**src/rtl/line_mem_arbiter.sv**
```systemverilog
// Single-port line memory arbiter: core has fixed priority, host gets a starvation guard
// and a burst lock. Optional stall/grant statistics are enabled with LINE_MEM_ARB_STATS_EN.
module line_mem_arbiter #(
    parameter int ADDR_WIDTH   = 32,
    parameter int DATA_WIDTH   = 32,
    parameter int STARVE_LIMIT = 4,
    parameter int LOAD_LATENCY = 1
) (
    input  logic                  i_clk,
    input  logic                  i_rst,
    input  logic                  i_core_re,
    input  logic                  i_core_we,
    input  logic [ADDR_WIDTH-1:0] i_core_addr,
    input  logic [DATA_WIDTH-1:0] i_core_wdata,
    output logic                  o_core_stall,
    output logic [DATA_WIDTH-1:0] o_core_rdata,
    output logic                  o_core_rvld,
    input  logic                  i_host_req,
    input  logic                  i_host_we,
    input  logic                  i_host_lock,
    input  logic [ADDR_WIDTH-1:0] i_host_addr,
    input  logic [DATA_WIDTH-1:0] i_host_wdata,
    output logic                  o_host_gnt,
    output logic [DATA_WIDTH-1:0] o_host_rdata,
    output logic                  o_host_rvld,
    output logic                  o_mem_re,
    output logic                  o_mem_we,
    output logic [ADDR_WIDTH-1:0] o_mem_addr,
    output logic [DATA_WIDTH-1:0] o_mem_wdata,
    input  logic [DATA_WIDTH-1:0] i_mem_rdata,
    input  logic                  i_mem_rvld,
    output logic [15:0]           o_stall_cycles,
    output logic [15:0]           o_host_grants
);

    typedef enum logic [1:0] {
        S_IDLE = 2'd0,
        S_CORE = 2'd1,
        S_HOST = 2'd2,
        S_LOCK = 2'd3
    } state_t;

    localparam logic [3:0] STARVE_MAX = 4'(STARVE_LIMIT);

    state_t                  state_r;
    logic [3:0]              starve_cnt_r;
    logic [LOAD_LATENCY-1:0] pipe_vld_r;
    logic [LOAD_LATENCY-1:0] pipe_host_r;

    logic creq_s;
    logic core_rd_s;
    logic core_wins_s;
    logic host_sel_s;
    logic host_wins_s;
    logic stall_s;
    logic mem_re_s;
    logic tail_vld_s;
    logic tail_host_s;

    // Winner selection; a locked host owns the port even while idle
    always_comb begin
        creq_s      = i_core_re | i_core_we;
        core_rd_s   = i_core_re & ~i_core_we;
        core_wins_s = 1'b0;
        host_sel_s  = 1'b0;
        if (state_r == S_LOCK) begin
            host_sel_s = 1'b1;
        end else if (i_host_req && (starve_cnt_r == STARVE_MAX)) begin
            host_sel_s = 1'b1;
        end else if (creq_s) begin
            core_wins_s = 1'b1;
        end else begin
            host_sel_s = i_host_req;
        end
        host_wins_s = host_sel_s & i_host_req;
        stall_s     = creq_s & ~core_wins_s;
    end

    // Memory port mux of the winning requester's fields
    always_comb begin
        if (core_wins_s) begin
            mem_re_s    = core_rd_s;
            o_mem_we    = i_core_we;
            o_mem_addr  = i_core_addr;
            o_mem_wdata = i_core_wdata;
        end else if (host_wins_s) begin
            mem_re_s    = ~i_host_we;
            o_mem_we    = i_host_we;
            o_mem_addr  = i_host_addr;
            o_mem_wdata = i_host_wdata;
        end else begin
            mem_re_s    = 1'b0;
            o_mem_we    = 1'b0;
            o_mem_addr  = {ADDR_WIDTH{1'b0}};
            o_mem_wdata = {DATA_WIDTH{1'b0}};
        end
    end

    assign o_mem_re     = mem_re_s;
    assign o_host_gnt   = host_wins_s;
    assign o_core_stall = stall_s;

    // Owner FSM: remembers last cycle's owner and holds the burst lock
    always_ff @(posedge i_clk or posedge i_rst) begin
        if (i_rst) begin
            state_r <= S_IDLE;
        end else begin
            case (state_r)
                S_LOCK: begin
                    if (i_host_lock) begin
                        state_r <= S_LOCK;
                    end else if (host_wins_s) begin
                        state_r <= S_HOST;
                    end else begin
                        state_r <= S_IDLE;
                    end
                end
                default: begin
                    if (core_wins_s) begin
                        state_r <= S_CORE;
                    end else if (host_wins_s) begin
                        state_r <= i_host_lock ? S_LOCK : S_HOST;
                    end else begin
                        state_r <= S_IDLE;
                    end
                end
            endcase
        end
    end

    // Host starvation counter, saturating at the forced-grant threshold
    always_ff @(posedge i_clk or posedge i_rst) begin
        if (i_rst) begin
            starve_cnt_r <= 4'd0;
        end else if (i_host_req && !host_wins_s) begin
            if (starve_cnt_r != STARVE_MAX) begin
                starve_cnt_r <= starve_cnt_r + 4'd1;
            end else begin
                starve_cnt_r <= starve_cnt_r;
            end
        end else begin
            starve_cnt_r <= 4'd0;
        end
    end

    // Read-owner tag pipe, aligned with the fixed memory load latency
    always_ff @(posedge i_clk or posedge i_rst) begin
        if (i_rst) begin
            pipe_vld_r  <= {LOAD_LATENCY{1'b0}};
            pipe_host_r <= {LOAD_LATENCY{1'b0}};
        end else begin
            pipe_vld_r[0]  <= mem_re_s;
            pipe_host_r[0] <= host_wins_s;
            for (int i = 1; i < LOAD_LATENCY; i++) begin
                pipe_vld_r[i]  <= pipe_vld_r[i-1];
                pipe_host_r[i] <= pipe_host_r[i-1];
            end
        end
    end

    assign tail_vld_s   = pipe_vld_r[LOAD_LATENCY-1];
    assign tail_host_s  = pipe_host_r[LOAD_LATENCY-1];
    assign o_core_rvld  = i_mem_rvld & tail_vld_s & ~tail_host_s;
    assign o_host_rvld  = i_mem_rvld & tail_vld_s & tail_host_s;
    assign o_core_rdata = i_mem_rdata;
    assign o_host_rdata = i_mem_rdata;

`ifdef LINE_MEM_ARB_STATS_EN
    logic [15:0] stall_cycles_r;
    logic [15:0] host_grants_r;

    // Saturating statistics counters
    always_ff @(posedge i_clk or posedge i_rst) begin
        if (i_rst) begin
            stall_cycles_r <= 16'd0;
            host_grants_r  <= 16'd0;
        end else begin
            if (stall_s && (stall_cycles_r != 16'hFFFF)) begin
                stall_cycles_r <= stall_cycles_r + 16'd1;
            end else begin
                stall_cycles_r <= stall_cycles_r;
            end
            if (host_wins_s && (host_grants_r != 16'hFFFF)) begin
                host_grants_r <= host_grants_r + 16'd1;
            end else begin
                host_grants_r <= host_grants_r;
            end
        end
    end

    assign o_stall_cycles = stall_cycles_r;
    assign o_host_grants  = host_grants_r;
`else
    assign o_stall_cycles = 16'd0;
    assign o_host_grants  = 16'd0;
`endif

endmodule

```
**config.mk**
```make
export PLATFORM = sky130hd
export DESIGN_NAME = line_mem_arbiter
export DESIGN_NICKNAME = d
export VERILOG_FILES = /design/src/rtl/line_mem_arbiter.sv
export SDC_FILE = /design/constraint.sdc
export NUM_CORES = 1
export LEC_CHECK = 0
export ABC_AREA = 1
export CAP_MARGIN = 30
export CORE_AREA = 2 2 131 133
export CTS_BUF_LIST = sky130_fd_sc_hd__clkbuf_2 sky130_fd_sc_hd__clkbuf_4 sky130_fd_sc_hd__clkbuf_8
export CTS_CLUSTER_SIZE = 30
export DETAILED_ROUTE_END_ITERATION = 10
export DIE_AREA = 0 0 133 135
export PLACE_DENSITY_LB_ADDON = 0.2
export SYNTH_ARGS = -nofsm -noshare
export SYNTH_HDL_FRONTEND = slang
export SYNTH_SLANG_ARGS = --single-unit
```
**constraint.sdc**
```tcl
create_clock -name i_clk -period 2.5 [get_ports i_clk]
set_input_delay 0.5 -clock i_clk [delete_from_list [all_inputs] [get_ports i_clk]]
set_output_delay 0.5 -clock i_clk [all_outputs]
set_load 0.005 [all_outputs]
```
== Word-level counts from Yosys, hierarchy flattened ==
Index checks and enable logic that the tools add are counted.
Widths: inputs -> output; s select.

* Logic and storage cells: 45
* Output and inout port bits: 166
* Bits in registers: 8

* $add $sub $neg: 1
* Bitwise operators: 11
* Reduce and logical (&&, ||, !) cells: 3
* Equal/unequal tests: 4
* Mux-type cells: 22

{| class="wikitable"
|+ Operator list
! kind !! count
|-
| $mux 32 || 4
|-
| $mux 1 || 11
|-
| $mux 2 || 5
|-
| $mux 4 || 2
|-
| $and 1x1->1 || 6
|-
| $add 4x1->4 const B || 1
|-
| $eq 4x3->1 const B || 1
|-
| $ne 4x3->1 const B || 1
|-
| $not 1->1 || 4
|-
| $eq 2x2->1 const B || 1
|-
| $logic_and 1x1->1 || 2
|-
| $ne 2x1->1 const B || 1
|-
| $logic_not 1->1 || 1
|-
| $or 1x1->1 || 1
|}

== Depth between registers and ports, before layout ==
Gate-level depths: netlist of run 1.

* Depth in word-level cells: 8
* Gate-level depth with buffers: 10

== Worst setup path after synthesis of run 1 ==
No wires, ideal clock.

* Path kind: input to output
* From: input port i_host_req
* To: output port o_mem_addr[0]
* Path slack: 701 ps
* Cell stages on the path: 8
* Arrival time: 1299 ps
* Cells stage by stage: buf_2 inv_2 nor2_4 nand2_4 buf_4 buf_2 nand3_1 nand2_1

* Longest elaborated chain between the ends: 6
* Elaborated cells between the ends (all ways): 9

{| class="wikitable"
|+ RTL lines
! item !! RTL line !! text
|-
| start, declared || 18 || <nowiki>input logic i_host_req,</nowiki>
|-
| $mux 1 or $logic_and 1x1->1 (tied branches) || 70, 68 ||
|-
| $mux 1 || 68 || <nowiki>end else if (i_host_req && (starve_cnt_r == STARVE_MAX)) begin</nowiki>
|-
| $mux 1 || 66 || <nowiki>if (state_r == S_LOCK) begin</nowiki>
|-
| $and 1x1->1 || 75 || <nowiki>host_wins_s = host_sel_s & i_host_req;</nowiki>
|-
| $mux 32 || 86 || <nowiki>end else if (host_wins_s) begin</nowiki>
|-
| $mux 32 (*) || 81 || <nowiki>if (core_wins_s) begin</nowiki>
|-
| end, declared || 28 || <nowiki>output logic [ADDR_WIDTH-1:0] o_mem_addr,</nowiki>
|}

Every way passes the cells marked *; elsewhere a longest branch is shown, timed or not.

== Worst setup path in the final report of run 1 ==
* From: input port i_core_we
* To: output port o_host_gnt

* Longest elaborated chain between the ends: 5

{| class="wikitable"
|+ RTL lines
! item !! RTL line !! text
|-
| start, declared || 12 || <nowiki>input logic i_core_we,</nowiki>
|-
| $or 1x1->1 || 62 || <nowiki>creq_s = i_core_re | i_core_we;</nowiki>
|-
| $mux 1 || 70 || <nowiki>end else if (creq_s) begin</nowiki>
|-
| $mux 1 || 68 ||
|-
| $mux 1 || 66 ||
|-
| $and 1x1->1 || 75 ||
|-
| end, declared || 23 || <nowiki>output logic o_host_gnt,</nowiki>
|}

No other way between the ends.

==> results by group, run 1 <==
Global route
  – Initial antenna violation count: 0
  – Total grt overflow: 0
  – GRT Total Usage: 11.38%
  – Largest net degree at the start of global routing: 45
  – First-pass GRT wire length: 15.64 mm
  – Vias in the first global route: 2,722

Setup path
  – Crit start category: primary input
  – CP Data Arrival Time: 1.93 ns
  – Slowest stage delay, CP: 0.25 ns
  – Critical path type: primary input to output pin
  – Slowest CP cell: dlygate4sd2_1
  – Register-to-Register Setup Slack: 0.85 ns
  – Critical-path cell list: dlygate4sd2_1 -> nor2_4 -> nor2_4 -> buf_12 -> nand2_8 -> buf_8 -> buf_12 -> buf_12 -> buf_4 -> nand2_4 -> inv_2 -> clkdlybuf4s15_2
  – CP max FO: 6
  – Worst Path Required: 2.00 ns
  – Crit path top cell by count: buf_12
  – CP Buf/Inv Count: 8
  – Family with the most delay on the worst path: buffers and inverters
  – Endpoint class of the critical path: output pin

STA
  – Final setup viols: 0
  – Clock Skew: 0.002224 ns
  – Max Slew Vio Count: 0
  – RSZ-0062 raised after global routing: yes
  – TNS Setup: 0 ns
  – Final Hold Viols: 0
  – Final worst path period need: 2.430 ns
  – F_max: 411.6 MHz
  – Period utilization: 97.19%

Clock network
  – Clk pin slew, worst setup/hold paths: 0.04 ns
  – Num CTS Buffers: 3
  – CTS tree: done
  – Clock Tree Buf Depth: 2
  – Sink Count: 8
  – Skew-Pair Late Insertion Delay: 0.23 ns
  – CTS Hold Bufs: 0
  – H-tree Lvls: 1
  – CTS root buffer: clkbuf_8

Finish
  – Fill cell count: 1,803
  – Diode count: 0
  – Share of cells above drive strength 1: 10.98%
  – Register area: 200.2 sq um
  – Area growth syn-to-layout: 95.28%
  – Footprint of the multi-input gates: 0.001230 sq mm
  – Fin nets: 691
  – Final Util: 26.20%

Floorplanning
  – Die Ht: 135 um
  – Full die area: 0.01796 sq mm
  – DIE WIDTH: 133 um
  – Core area: 0.01641 sq mm
  – I/O Pins: 334
  – FP Rows: 47
  – Initial cell density of the core: 13.41%

Route
  – Vias per std cell: 3.934
  – Wirelength per Cell: 15.06 um
  – Post-route ant nets: 0
  – DRC: 0
  – Total wire length: 11.13 mm
  – First drt pass iteration count: 4
  – Vias: 2,907
  – Iter 0 DRT Violations: 94

Hold path
  – HP Class: primary input to asynchronous set/reset pin

Pwr
  – Leak: 2.159 nW
  – Pwr per Cell Area: 334.1 mW/mm^2
  – Pwr Total: 1.436 mW
  – Peak supply drop: 0.0001143 V

Placed design
  – Gpl congestion: 0.7972
  – Hpwl dp: 7.168 mm
  – IO buf count: 205

Synth
  – Flops & latches, synth: 8
  – Synthesized cell area: 0.002201 sq mm
  – Number of flops mapped to enable cells by yosys: 0
  – Count leader, synth: nand3_1
  – Top cells by count, synth: nand3_1, buf_4, nand2_1
  – Mapped Cells: 370
  – Prevailing post-synth register cell: dfrtp_1
  – Largest area contributor in the netlist: buf_4
  – Post-synthesis async set-or-reset flop share: 100.0%
  – Post-synth top area share: 33.77%
  – Register area share after synthesis: 9.096%
  – Avg Synthesized Cell Area: 5.948 sq um
  – Yosys Warn Count: 0
  – Synth unique cells: 18
  – Synth top area cells: buf_4, nand3_1, nand2_1, dfrtp_1, buf_2

Flow run
  – MaxCap Viol Count: 0

Status
  – Status: finished, final reports clean
registers in the layout (all words and copies together) (netlist names):
signal and count:
state_r 2, starve_cnt_r 4, pipe_vld_r 1, pipe_host_r 1
timing repair:
action                     in CTS  in global routing
setup endpoints to repair      67                 28
setup buffers                  14                  4
resized for setup              92                 11
pin swaps                      16                  6
gates cloned                    7                  0
stage by stage:
| stage | worst slack [ns] | hold WS [ns] | instances | cell area (sq um) |
|---|---|---|---|---|
| after floorplan | 0.7012 | 0.3157 | 401 | 2317 |
| after global placement | -0.3463 | 0.4689 | 712 | 3886 |
| after CTS | -0.06564 | 0.5368 | 735 | 4259 |
| after global routing | -0.03105 | 0.5567 | 739 | 4298 |
| final | 0.07030 | 0.5325 | 739 | 4298 |
| after detailed placement | -0.3629 | 0.4818 | 712 | 3886 |
placed cells by master, fill, tap and decap left out, types with 2 or more instances in the layout:
| master | n |
|---|---|
| clkbuf_2 | 3 |
| clkbuf_8 | 3 |
| bufbuf_16 | 2 |
| nand3_1 | 130 |
| buf_4 | 16 |
| clkdlybuf4s50_1 | 134 |
| inv_2 | 3 |
| clkdlybuf4s15_1 | 3 |
| buf_6 | 2 |
| buf_12 | 8 |
| inv_1 | 9 |
| buf_16 | 6 |
| nand2_1 | 73 |
| nor2_1 | 6 |
| dfrtp_1 | 8 |
| nand2_4 | 2 |
| conb_1 | 32 |
| dlygate4sd2_1 | 62 |
| nand3_2 | 3 |
| nor2_4 | 3 |
worst reg2reg max path, delay by kind of cell (launching register included):
family        cells  cell delay (ns)
buf+inv           6             0.61
simple gates      5             0.41
flops             1             0.35
fa+ha+maj         1             0.17
where the power goes:
group	switching [mW]	internal, mW	total [mW]
Combinational	0.466	0.661	1.13
Sequential	0.00510	0.143	0.148
Clock	0.0561	0.105	0.161
cell type report:
cell class	instances	share of cell area, %
clock buffers	3	0.9607
multi-input cells	256	28.62
flip-flops and latches	8	4.658
well taps	220	6.405
inverters	12	1.048
repair buffers	240	58.31
worst paths after layout:
path / start / end / depth (start not counted)
max in group asynchronous: i_rst / starve_cnt_r[3]$_DFFE_PP0P_ / 2
worst min-delay path: i_rst / state_r[0]$_DFF_PP0_ / 2
min in group i_clk: starve_cnt_r[3]$_DFFE_PP0P_ / starve_cnt_r[3]$_DFFE_PP0P_ / 2
worst max register to register: starve_cnt_r[0]$_DFFE_PP0P_ / pipe_vld_r$_DFF_PP0_ / 12
worst max-delay path: i_core_we / o_host_gnt / 12
worst min register to register: starve_cnt_r[3]$_DFFE_PP0P_ / starve_cnt_r[3]$_DFFE_PP0P_ / 2
metal layers:
metal,vias up,part of all wire [%],track usage [%]
met5,-,0,0
met4,0,2.1,3.465
met3,23,9.4,2.703
met2,185,52,22.08
met1,1313,36,12.11
li1,1386,-,-
cell families (layout without fill, tap and decap cells):
family,Yosys count,count (layout),synth area share [%]
AOI/OAI and AO/OA,1,1,0.2272
xor gates and xnor gates,2,2,0.7961
adders and majority gates,2,2,1.137
buffers and inverters,137,255,42.30
DFF,8,8,9.096
other,1,32,0.1704
and+or+nand+nor,219,219,46.28
No activity file was read; power rests on OpenSTA's default activity.
==> inputs of run 2 (changes only) <==
--- a/config.mk
+++ b/config.mk
@@ -6,13 +6,13 @@
 export NUM_CORES = 1
 export LEC_CHECK = 0
 export ABC_AREA = 1
-export CAP_MARGIN = 30
 export CORE_AREA = 2 2 131 133
 export CTS_BUF_LIST = sky130_fd_sc_hd__clkbuf_2 sky130_fd_sc_hd__clkbuf_4 sky130_fd_sc_hd__clkbuf_8
 export CTS_CLUSTER_SIZE = 30
 export DETAILED_ROUTE_END_ITERATION = 10
 export DIE_AREA = 0 0 133 135
-export PLACE_DENSITY_LB_ADDON = 0.2
+export PLACE_DENSITY = 0.6
+export SKIP_CTS_REPAIR_TIMING = 1
 export SYNTH_ARGS = -nofsm -noshare
 export SYNTH_HDL_FRONTEND = slang
 export SYNTH_SLANG_ARGS = --single-unit
==> results by group, run 2 (synthesis results as in run 1) <==
Status
  – Status: complete, but fails checks
  – Failing checks: setup timing

Floorplanning
  – Core area: 0.01641 sq mm
  – Die Ht: 135 um
  – Initial cell density of the core: 13.41%
  – DIE WIDTH: 133 um
  – I/O Pins: 334
  – Full die area: 0.01796 sq mm
  – FP Rows: 47

Placed design
  – Hpwl dp: 7.195 mm
  – IO buf count: 205
  – Gpl congestion: 0.6932
  – Dpl cells: 715
  – DP Area: 0.003921 sq mm
  – Worst slack, placed: -0.3283 ns

Clock network
  – H-tree Lvls: 1
  – Skew-Pair Late Insertion Delay: 0.23 ns
  – Num CTS Buffers: 3
  – Clk pin slew, worst setup/hold paths: 0.04 ns
  – Sink Count: 8
  – CTS tree: done
  – CTS root buffer: clkbuf_8
  – Clock Tree Buf Depth: 2

Setup path
  – CP Data Arrival Time: 2.03 ns
  – Endpoint class of the critical path: output pin
  – Worst Path Required: 2.00 ns
  – Critical path type: flip-flop to output pin
  – Critical Path Source: starve_cnt_r[0]$_DFFE_PP0P_
  – Crit start category: flip-flop
  – CP max FO: 15
  – R2r startpoint: state_r[0]$_DFF_PP0_

Finish
  – Most frequent cells in the layout: clkdlybuf4s50_1, nand3_1, nand2_1
  – Largest register FFs: 4
  – Largest registers: starve_cnt_r (4), state_r (2)
  – Final non-filler cell total: 746
  – Final Util: 27.87%
  – Finished Cell Area: 0.004573 sq mm
  – Biggest register: starve_cnt_r
  – Area growth syn-to-layout: 107.8%
  – Diode count: 0
  – Most common cell after layout, fill and taps aside: clkdlybuf4s50_1
  – Share of cells above drive strength 1: 11.41%
  – Fin nets: 698

STA
  – Final worst path period need: 2.534 ns
  – RSZ-0062 raised after global routing: yes
  – TNS Setup: -0.03447 ns
  – Final setup viols: 1
  – Worst hold slack: 0.5223 ns
  – Period utilization: 101.4%
  – Slew headroom: 66.45%
  – F_max: 394.6 MHz
  – Max Slew Vio Count: 0
  – Clock Skew: 0.002778 ns
  – Actual slew at the worst max-slew pin: 0.5032 ns
  – Final Hold Viols: 0
  – Setup ws final: -0.03447 ns

Hold path
  – HP Class: primary input to asynchronous set/reset pin

Route
  – Wirelength per Cell: 14.39 um
  – First drt pass iteration count: 4
  – Iter 0 DRT Violations: 110
  – Vias per std cell: 3.917
  – Total wire length: 10.74 mm
  – Post-route ant nets: 0
  – Vias: 2,922
  – DRC: 0

Pwr
  – Pwr per Cell Area: 313.3 mW/mm^2
  – Peak supply drop: 0.0001335 V
  – Leak: 2.803 nW
  – Pwr Total: 1.433 mW

Global route
  – Vias in the first global route: 2,571
  – Largest net degree at the start of global routing: 45
  – First-pass GRT wire length: 13.03 mm
  – Initial antenna violation count: 0
  – GRT Total Usage: 8.892%
  – Total grt overflow: 0

Flow run
  – MaxCap Viol Count: 0
## run 2: path summary, 6_finish.rpt
check	to	slack, ns	cells after the start
hold reg to reg	starve_cnt_r[0]$_DFFE_PP0P_	0.56	2
setup reg to reg	state_r[1]$_DFF_PP0_	1.06	9
hold / removal	starve_cnt_r[0]$_DFFE_PP0P_	0.52	2
max in group asynchronous	state_r[0]$_DFF_PP0_	1.74	2
setup / recovery	o_mem_re	-0.03	10
min in group i_clk	starve_cnt_r[0]$_DFFE_PP0P_	0.56	2
## run 2: critical path: stages (launching register included)
cell,delay (ns)
dfrtp_1,0.36
inv_1,0.05
ha_2,0.17
nand2_2,0.06
inv_2,0.04
nand2_4,0.12
buf_6,0.15
buf_12,0.15
nand3_1,0.10
nand2_1,0.09
clkdlybuf4s50_1,0.50
## run 2: layout make-up
cell class | instances | area (sq um)
flip-flops and latches | 8 | 200.2
well taps | 220 | 275.3
inverters | 12 | 45.04
clock buffers | 3 | 41.29
multi-input cells | 257 | 1244
fillers | 1781 | 11830
repair buffers | 246 | 2768
## run 2: report_power, final
part           internal (mW)  leakage [nW]  switching [mW]
clock                  0.104        0.0216          0.0519
sequential             0.143         0.103         0.00527
combinational          0.676          2.68           0.452
total                  0.924          2.80           0.509
## run 2: layer usage
metal	vias to the layer above	part of all wire, %	routed length, um	GRT usage [%]
met5	-	0	0	0
met4	0	4.3	466	4.839
met3	46	9.7	1037	2.102
met2	184	49	5268	15.60
met1	1295	37	3966	9.971
li1	1397	-	-	-
==> inputs of run 3 (changes only) <==
--- a/config.mk
+++ b/config.mk
@@ -13,6 +13,7 @@
 export DIE_AREA = 0 0 133 135
 export PLACE_DENSITY = 0.6
 export SKIP_CTS_REPAIR_TIMING = 1
+export SLEW_MARGIN = 20
 export SYNTH_ARGS = -nofsm -noshare
 export SYNTH_HDL_FRONTEND = slang
 export SYNTH_SLANG_ARGS = --single-unit
==> results of run 3 <==
The final DEF is identical to that of run 2; final timing and power are the same.
